**config.mk**
```make
export PLATFORM = sky130hd
export DESIGN_NAME = i2c_target_mpu
export DESIGN_NICKNAME = d
export VERILOG_FILES = /design/src/rtl/i2c_pkg.sv /design/src/rtl/i2c_line_sync.sv /design/src/rtl/i2c_target_mpu.sv
export SDC_FILE = /design/constraint.sdc
export NUM_CORES = 1
export LEC_CHECK = 0
export BUFFER_PORTS_ARGS = -buffer_cell sky130_fd_sc_hd__buf_2
export CAP_MARGIN = 20
export CORE_MARGIN = 8
export CORE_UTILIZATION = 40
export CTS_BUF_LIST = sky130_fd_sc_hd__clkbuf_8
export CTS_CLUSTER_DIAMETER = 80
export DETAILED_ROUTE_END_ITERATION = 7
export GPL_TIMING_DRIVEN = 0
export PLACE_DENSITY_LB_ADDON = 0.12
export SLEW_MARGIN = 40
export SYNTH_ARGS = -nofsm -noshare
export SYNTH_HDL_FRONTEND = slang
export SYNTH_SLANG_ARGS = --single-unit
```
**constraint.sdc**
```tcl
create_clock -name clk -period 3.85 [get_ports clk]
set_clock_uncertainty 0.05 [all_clocks]
set_input_delay 0.385 -clock clk [delete_from_list [all_inputs] [get_ports clk]]
set_output_delay 0.385 -clock clk [all_outputs]
set_load 0.02 [all_outputs]
```
**src/rtl/i2c_pkg.sv**
```systemverilog
// Shared constants for the MPU-style I2C target model.
// States, register map and the snapshot byte selector.
package i2c_pkg;

  localparam logic [3:0] ST_IDLE      = 4'd0;
  localparam logic [3:0] ST_ADDR      = 4'd1;
  localparam logic [3:0] ST_ADDR_ACK  = 4'd2;
  localparam logic [3:0] ST_PTR       = 4'd3;
  localparam logic [3:0] ST_PTR_ACK   = 4'd4;
  localparam logic [3:0] ST_WDATA     = 4'd5;
  localparam logic [3:0] ST_WDATA_ACK = 4'd6;
  localparam logic [3:0] ST_RDATA     = 4'd7;
  localparam logic [3:0] ST_RDATA_ACK = 4'd8;

  localparam logic [7:0] REG_ACCEL_XOUT_H = 8'h3B;
  localparam logic [7:0] REG_ACCEL_ZOUT_L = 8'h40;
  localparam logic [7:0] REG_PWR_MGMT_1   = 8'h6B;
  localparam logic [7:0] REG_WHO_AM_I     = 8'h75;

  function automatic logic [7:0] accel_byte(
    input logic [47:0] d,
    input logic [7:0]  a
  );
    logic [7:0] r;
    r = 8'h00;
    case (a)
      REG_ACCEL_XOUT_H:        r = d[47:40];
      REG_ACCEL_XOUT_H + 8'd1: r = d[39:32];
      REG_ACCEL_XOUT_H + 8'd2: r = d[31:24];
      REG_ACCEL_XOUT_H + 8'd3: r = d[23:16];
      REG_ACCEL_XOUT_H + 8'd4: r = d[15:8];
      REG_ACCEL_ZOUT_L:        r = d[7:0];
      default:                 r = 8'h00;
    endcase
    return r;
  endfunction

endpackage

```
**src/rtl/i2c_line_sync.sv**
```systemverilog
// Pad synchronizer with edge detect for one I2C line.
// I2C_TARGET_GLITCH_FILTER_EN adds a 3-sample majority filter.
module i2c_line_sync (
  input  logic clk,
  input  logic reset,
  input  logic pad,
  output logic level,
  output logic rise,
  output logic fall
);

  logic s1, s2, prev;

  // Idle-high reset so release never looks like an edge
  always_ff @(posedge clk or posedge reset) begin
    if (reset) begin
      s1 <= 1'b1;
      s2 <= 1'b1;
    end else begin
      s1 <= pad;
      s2 <= s1;
    end
  end

`ifdef I2C_TARGET_GLITCH_FILTER_EN
  logic h1, h2, filt;

  always_ff @(posedge clk or posedge reset) begin
    if (reset) begin
      h1   <= 1'b1;
      h2   <= 1'b1;
      filt <= 1'b1;
    end else begin
      h1   <= s2;
      h2   <= h1;
      filt <= (s2 & h1) | (s2 & h2) | (h1 & h2);
    end
  end

  assign level = filt;
`else
  assign level = s2;
`endif

  always_ff @(posedge clk or posedge reset) begin
    if (reset) prev <= 1'b1;
    else       prev <= level;
  end

  assign rise = level & ~prev;
  assign fall = ~level & prev;

endmodule

```
**src/rtl/i2c_target_mpu.sv**
```systemverilog
// I2C target standing in for an MPU-class motion sensor.
// Optional input filter: I2C_TARGET_GLITCH_FILTER_EN.
module i2c_target_mpu
  import i2c_pkg::*;
#(
  parameter logic [6:0] I2C_ADDR     = 7'h69,
  parameter logic [7:0] WHO_AM_I_VAL = 8'h68,
  parameter logic [7:0] PWR_RST_VAL  = 8'h40
) (
  input  logic        clk,
  input  logic        reset,
  input  logic        scl_i,
  input  logic        sda_i,
  output logic        sda_oe,
  input  logic [47:0] accel_data,
  output logic [7:0]  pwr_mgmt,
  output logic        sleep,
  output logic        wr_strobe,
  output logic        busy
);

  logic       scl, scl_rise, scl_fall;
  logic       sda, sda_rise, sda_fall;
  logic       start, stop, rw;
  logic [3:0] state, bit_cnt;
  logic [7:0] shreg, tx, ptr, rd_byte, wr_data;
  logic [47:0] snap;

  i2c_line_sync u_scl (
    .clk   (clk),
    .reset (reset),
    .pad   (scl_i),
    .level (scl),
    .rise  (scl_rise),
    .fall  (scl_fall)
  );

  i2c_line_sync u_sda (
    .clk   (clk),
    .reset (reset),
    .pad   (sda_i),
    .level (sda),
    .rise  (sda_rise),
    .fall  (sda_fall)
  );

  assign start   = scl & sda_fall;
  assign stop    = scl & sda_rise;
  assign wr_data = {shreg[6:0], sda};
  assign sleep   = pwr_mgmt[6];

  always_comb begin
    rd_byte = accel_byte(snap, ptr);
    if (ptr == REG_PWR_MGMT_1) rd_byte = pwr_mgmt;
    if (ptr == REG_WHO_AM_I)   rd_byte = WHO_AM_I_VAL;
  end

  always_ff @(posedge clk or posedge reset) begin
    if (reset) begin
      state     <= ST_IDLE;
      bit_cnt   <= 4'd0;
      shreg     <= 8'h00;
      tx        <= 8'h00;
      ptr       <= 8'h00;
      snap      <= 48'h0;
      rw        <= 1'b0;
      sda_oe    <= 1'b0;
      pwr_mgmt  <= PWR_RST_VAL;
      wr_strobe <= 1'b0;
      busy      <= 1'b0;
    end else begin
      wr_strobe <= 1'b0;
      if (stop) begin
        state  <= ST_IDLE;
        sda_oe <= 1'b0;
        busy   <= 1'b0;
      end else if (start) begin
        state   <= ST_ADDR;
        bit_cnt <= 4'd0;
      end else begin
        case (state)
          ST_ADDR: begin
            if (scl_rise) begin
              shreg   <= wr_data;
              bit_cnt <= bit_cnt + 4'd1;
            end else if (scl_fall && bit_cnt == 4'd8) begin
              bit_cnt <= 4'd0;
              if (shreg[7:1] == I2C_ADDR) begin
                state  <= ST_ADDR_ACK;
                sda_oe <= 1'b1;
                busy   <= 1'b1;
                rw     <= shreg[0];
                if (shreg[0]) snap <= accel_data;
              end else begin
                state <= ST_IDLE;
                busy  <= 1'b0;
              end
            end
          end
          ST_ADDR_ACK: begin
            if (scl_fall) begin
              if (rw) begin
                state  <= ST_RDATA;
                tx     <= rd_byte;
                sda_oe <= ~rd_byte[7];
              end else begin
                state  <= ST_PTR;
                sda_oe <= 1'b0;
              end
            end
          end
          ST_PTR: begin
            if (scl_rise) begin
              shreg   <= wr_data;
              bit_cnt <= bit_cnt + 4'd1;
            end else if (scl_fall && bit_cnt == 4'd8) begin
              bit_cnt <= 4'd0;
              ptr     <= shreg;
              sda_oe  <= 1'b1;
              state   <= ST_PTR_ACK;
            end
          end
          ST_WDATA: begin
            if (scl_rise) begin
              shreg   <= wr_data;
              bit_cnt <= bit_cnt + 4'd1;
              // Commit on the 8th rising edge; ACK follows on the fall
              if (bit_cnt == 4'd7) begin
                wr_strobe <= 1'b1;
                ptr       <= ptr + 8'd1;
                if (ptr == REG_PWR_MGMT_1) pwr_mgmt <= wr_data;
              end
            end else if (scl_fall && bit_cnt == 4'd8) begin
              bit_cnt <= 4'd0;
              sda_oe  <= 1'b1;
              state   <= ST_WDATA_ACK;
            end
          end
          ST_PTR_ACK, ST_WDATA_ACK: begin
            if (scl_fall) begin
              sda_oe <= 1'b0;
              state  <= ST_WDATA;
            end
          end
          ST_RDATA: begin
            if (scl_rise) begin
              bit_cnt <= bit_cnt + 4'd1;
            end else if (scl_fall) begin
              if (bit_cnt == 4'd8) begin
                bit_cnt <= 4'd0;
                sda_oe  <= 1'b0;
                state   <= ST_RDATA_ACK;
              end else begin
                tx     <= {tx[6:0], 1'b0};
                sda_oe <= ~tx[6];
              end
            end
          end
          ST_RDATA_ACK: begin
            if (scl_rise) begin
              shreg <= wr_data;
              ptr   <= ptr + 8'd1;
            end else if (scl_fall) begin
              if (shreg[0]) begin
                state <= ST_IDLE;
                busy  <= 1'b0;
              end else begin
                state  <= ST_RDATA;
                tx     <= rd_byte;
                sda_oe <= ~rd_byte[7];
              end
            end
          end
          default: state <= ST_IDLE;
        endcase
      end
    end
  end

endmodule

```
==> results by group <==
Run status
  – Status: finished clean

Die
  – Cell Rows: 41
  – Die Ht: roughly 130 um
  – DIE AREA: around 17,000 um2
  – Die outline width: about 130 um
  – Core Area: between 10,000 and 15,000 um2
  – I/O pin count: 64
  – Initial Util: 0.409

Worst hold path
  – Worst min path class: input port to flip-flop
  – Hold_sp: scl_i
  – Depth of the worst hold-timing path: 1
  – Hold path endpoint: u_scl.s1

Setup path
  – Buffers & Inverters on Critical Path: 2
  – Crit path DAT: between 3 and 4 ns
  – FF-to-FF End: tx[4]
  – Worst setup path class: flip-flop to flip-flop
  – R2R setup slack: 1.00 ns
  – Slowest cell on crit path: or4b_2
  – Max stage delay on crit path: 0.62 ns
  – Worst Setup Start Kind: flip-flop
  – Cell family with most CP delay: simple AND/OR/NAND/NOR gates
  – CP Max Fanout: 9
  – Worst setup EP type: flip-flop
  – Cells on worst reg2reg path: 8
  – Critical-path cell list: inv_1 -> ha_1 -> buf_2 -> or4b_2 -> nor3_2 -> a221o_1 -> o221ai_1 -> a41oi_1
  – Critical Path RT: ~4.1 ns
  – Worst r2r src: ptr[0]

STA
  – Tmin final: roughly 2.8 ns
  – Count of final max-slew check failures: 0
  – Setup violations, final: 0
  – Hold slack final: roughly 0.039 ns
  – RSZ-0062 raised after global routing: false
  – Fin crit share: 0.740
  – Tightest Pin Transition: 0.760 ns
  – Highest Clock Rate: approximately 350 MHz
  – Max-slew headroom: 0.487
  – Hold Vio Cnt, Final: 0
  – Setup_tns: 0 ns

Synth
  – Post-synth EDFFs: 0
  – Cell area after synthesis: between 5000 and 6000 um2
  – Syn_nets: approximately 530
  – Async set or reset register ratio after synthesis: 1.00
  – Dominant synthesized flop cell: dfrtp_1
  – Share of the synthesized area in the top cell type: 0.438
  – Mapped Cells: about 470
  – Synth Warn #: 0
  – Cell taking the most area after synthesis: dfrtp_1
  – Top cells by count, synth: 90 x dfrtp_1, 59 x mux2_2, 28 x nand2_1, 28 x nor2_1, 24 x a21oi_1
  – Count leader, synth: dfrtp_1
  – Synth top area cells: dfrtp_1 44%, mux2_2 13%, dfstp_2 3.6%
  – Register area share after synthesis: 0.473
  – Syn Area/Cell: about 11 um2
  – #FFs+latches synth: 97
  – Netlist cell types: 68

GRT
  – Initial antenna violation count: 0
  – Vias in the first global route: 4,118
  – M2 GR Usage: 0.264
  – Overall global routing resource usage: 0.175
  – Remaining global-route overflow: 0
  – Largest net degree at the start of global routing: 73
  – Met3 Usage GRT: 0.0452
  – Layer with the highest usage: met2
  – Met1 usage: 0.239
  – First-pass GRT wire length: around 23 mm

Routing
  – Initial DRC Count: approximately 280
  – Drt drc: 0
  – Antenna viol nets, final: 0
  – First-pass DRT Iterations: 5
  – Vias per Instance: roughly 5.6
  – Drt total wl: between 10 and 15 mm
  – DR WL/cell: 19.4 um
  – Vias: ~4k

CTS
  – CTS tree: done
  – Clk Latency, worst-skew pair: around 0.38 ns
  – Number of setup buffers added after CTS: 0
  – Root buf cell: clkbuf_8
  – Clk buf depth: 2
  – CTS sink cnt: just under 100
  – Clk slew on worst S/H paths: roughly 0.1 ns
  – Post_cts resized: 0
  – Total CTS buffers: 9
  – H-tree lvl count: 3

Finish
  – Area delta synth->final: 14.6%
  – Share of cells above drive strength 1: 0.329
  – Layout Nets: 602
  – Diodes inserted: 0
  – Register area: 2440 um2
  – Filler instances: about 1.2k
  – Multi-input gate area: roughly 2500 um2

Power
  – Power per cell area: ~450 nW/um2
  – Leakage: about 2.6 nW
  – VDD IR max: 0.000280 V
  – Tot Pwr: between 2 and 3 mW

Place
  – Detailed placement HPWL: 10.3 mm
  – GP Congestion: 0.883
  – Input/output buffers: 63

Run
  – Max-cap violation count: 0
[through the flow]
step	worst slack (ns)	instances	area [um2]	utilization
after CTS	0.981	718	5890	0.469
final	1.00	719	5900	0.469
after floorplan	0.893	465	5150	-
after detailed placement	0.997	701	5710	0.454
after global routing	0.874	719	5900	0.469
after global placement	-0.350	700	5680	0.452
[power by group]
group          total, mW  switching (mW)  internal (mW)
clock network      0.615           0.380          0.235
registers           1.26           0.122           1.14
logic              0.756           0.433          0.323
total               2.63           0.935           1.70
[how the worst max path moves through the flow]
stage / from / slack [ns] / depth (start not counted) / end
2_1_floorplan: reset / 0.89 / 1 / bit_cnt[0]
3_3_place_gp: reset / -0.35 / 2 / snap[5]
3_5_place_dp: ptr[0] / 1.0 / 8 / tx[4]
4_1_cts: ptr[0] / 0.98 / 8 / tx[4]
5_1_grt: ptr[0] / 0.87 / 8 / tx[2]
6_report: ptr[0] / 1.00 / 8 / tx[4]
[logic make-up (layout without fill, tap and decap cells)]
family	Yosys count	in the layout	share of synthesized area
fa+ha+maj	8	8	0.0195
xor+xnor	1	1	0.00170
compound gates	111	111	0.156
mux	73	73	0.165
simple gates	126	126	0.137
flops	97	97	0.473
buf+inv	49	131	0.0477
[timing repair]
action,CTS,global route
hold buffers,1,0
endpoints found under the setup margin,0,0
hold endpoints to repair,24,0
[routing by layer]
metal	routed length (um)	share of wire	up-vias
met5	0	0	-
met4	261	0.019	0
met3	861	0.062	17
met2	6260	0.45	135
met1	6570	0.47	2007
li1	-	-	1887
[registers in the layout, indices dropped and copies added (netlist names), 4 cells and up]
register and cells:
snap 48, ptr 8, tx 7, state 4, bit_cnt 4, shreg 8, pwr_mgmt 8
[final cells by class]
cell class | count | share of cell area
Multi-Input combinational cell | 319 | 0.418
Clock buffer | 9 | 0.0210
Timing Repair Buffer | 66 | 0.0607
Sequential cell | 97 | 0.413
Clock inverter | 7 | 0.00785
Inverter | 16 | 0.0115
Buffer | 33 | 0.0314
Tap cell | 172 | 0.0365
[worst reg2reg max path, stage by stage, from the launching register on]
cell      delay (ns)
dfrtp_1         0.47
inv_1           0.11
ha_1            0.15
buf_2           0.21
or4b_2          0.62
nor3_2          0.47
a221o_1         0.26
o221ai_1        0.14
a41oi_1         0.28
[cells in the final DEF, fill, tap and decap left out, types with 3 or more instances in the layout]
master,synthesis,layout
a21o_1,3,3
a21oi_1,24,24
a221o_1,4,4
a222oi_1,8,8
a22oi_1,8,8
a2bb2oi_1,3,3
a31oi_1,7,7
a41oi_1,6,6
and3_1,3,3
buf_2,7,71
buf_6,5,5
clkbuf_1,18,18
clkbuf_8,0,9
dfrtp_1,90,90
dfstp_2,7,7
ha_1,8,8
inv_1,16,17
mux2_2,59,59
mux2_4,9,9
mux2i_1,5,5
nand2_1,28,28
nand2b_1,5,5
nand3_1,9,9
nand3b_1,4,4
nand4b_1,3,3
nor2_1,28,28
nor2b_1,4,4
nor3_1,15,15
o21a_1,3,3
o21ai_0,14,14
o221ai_1,3,3
o22ai_1,3,3
o311ai_0,3,3
o31ai_1,3,3
or2_2,3,3
or3_1,3,3
No activity file was read; power rests on OpenSTA's default activity.
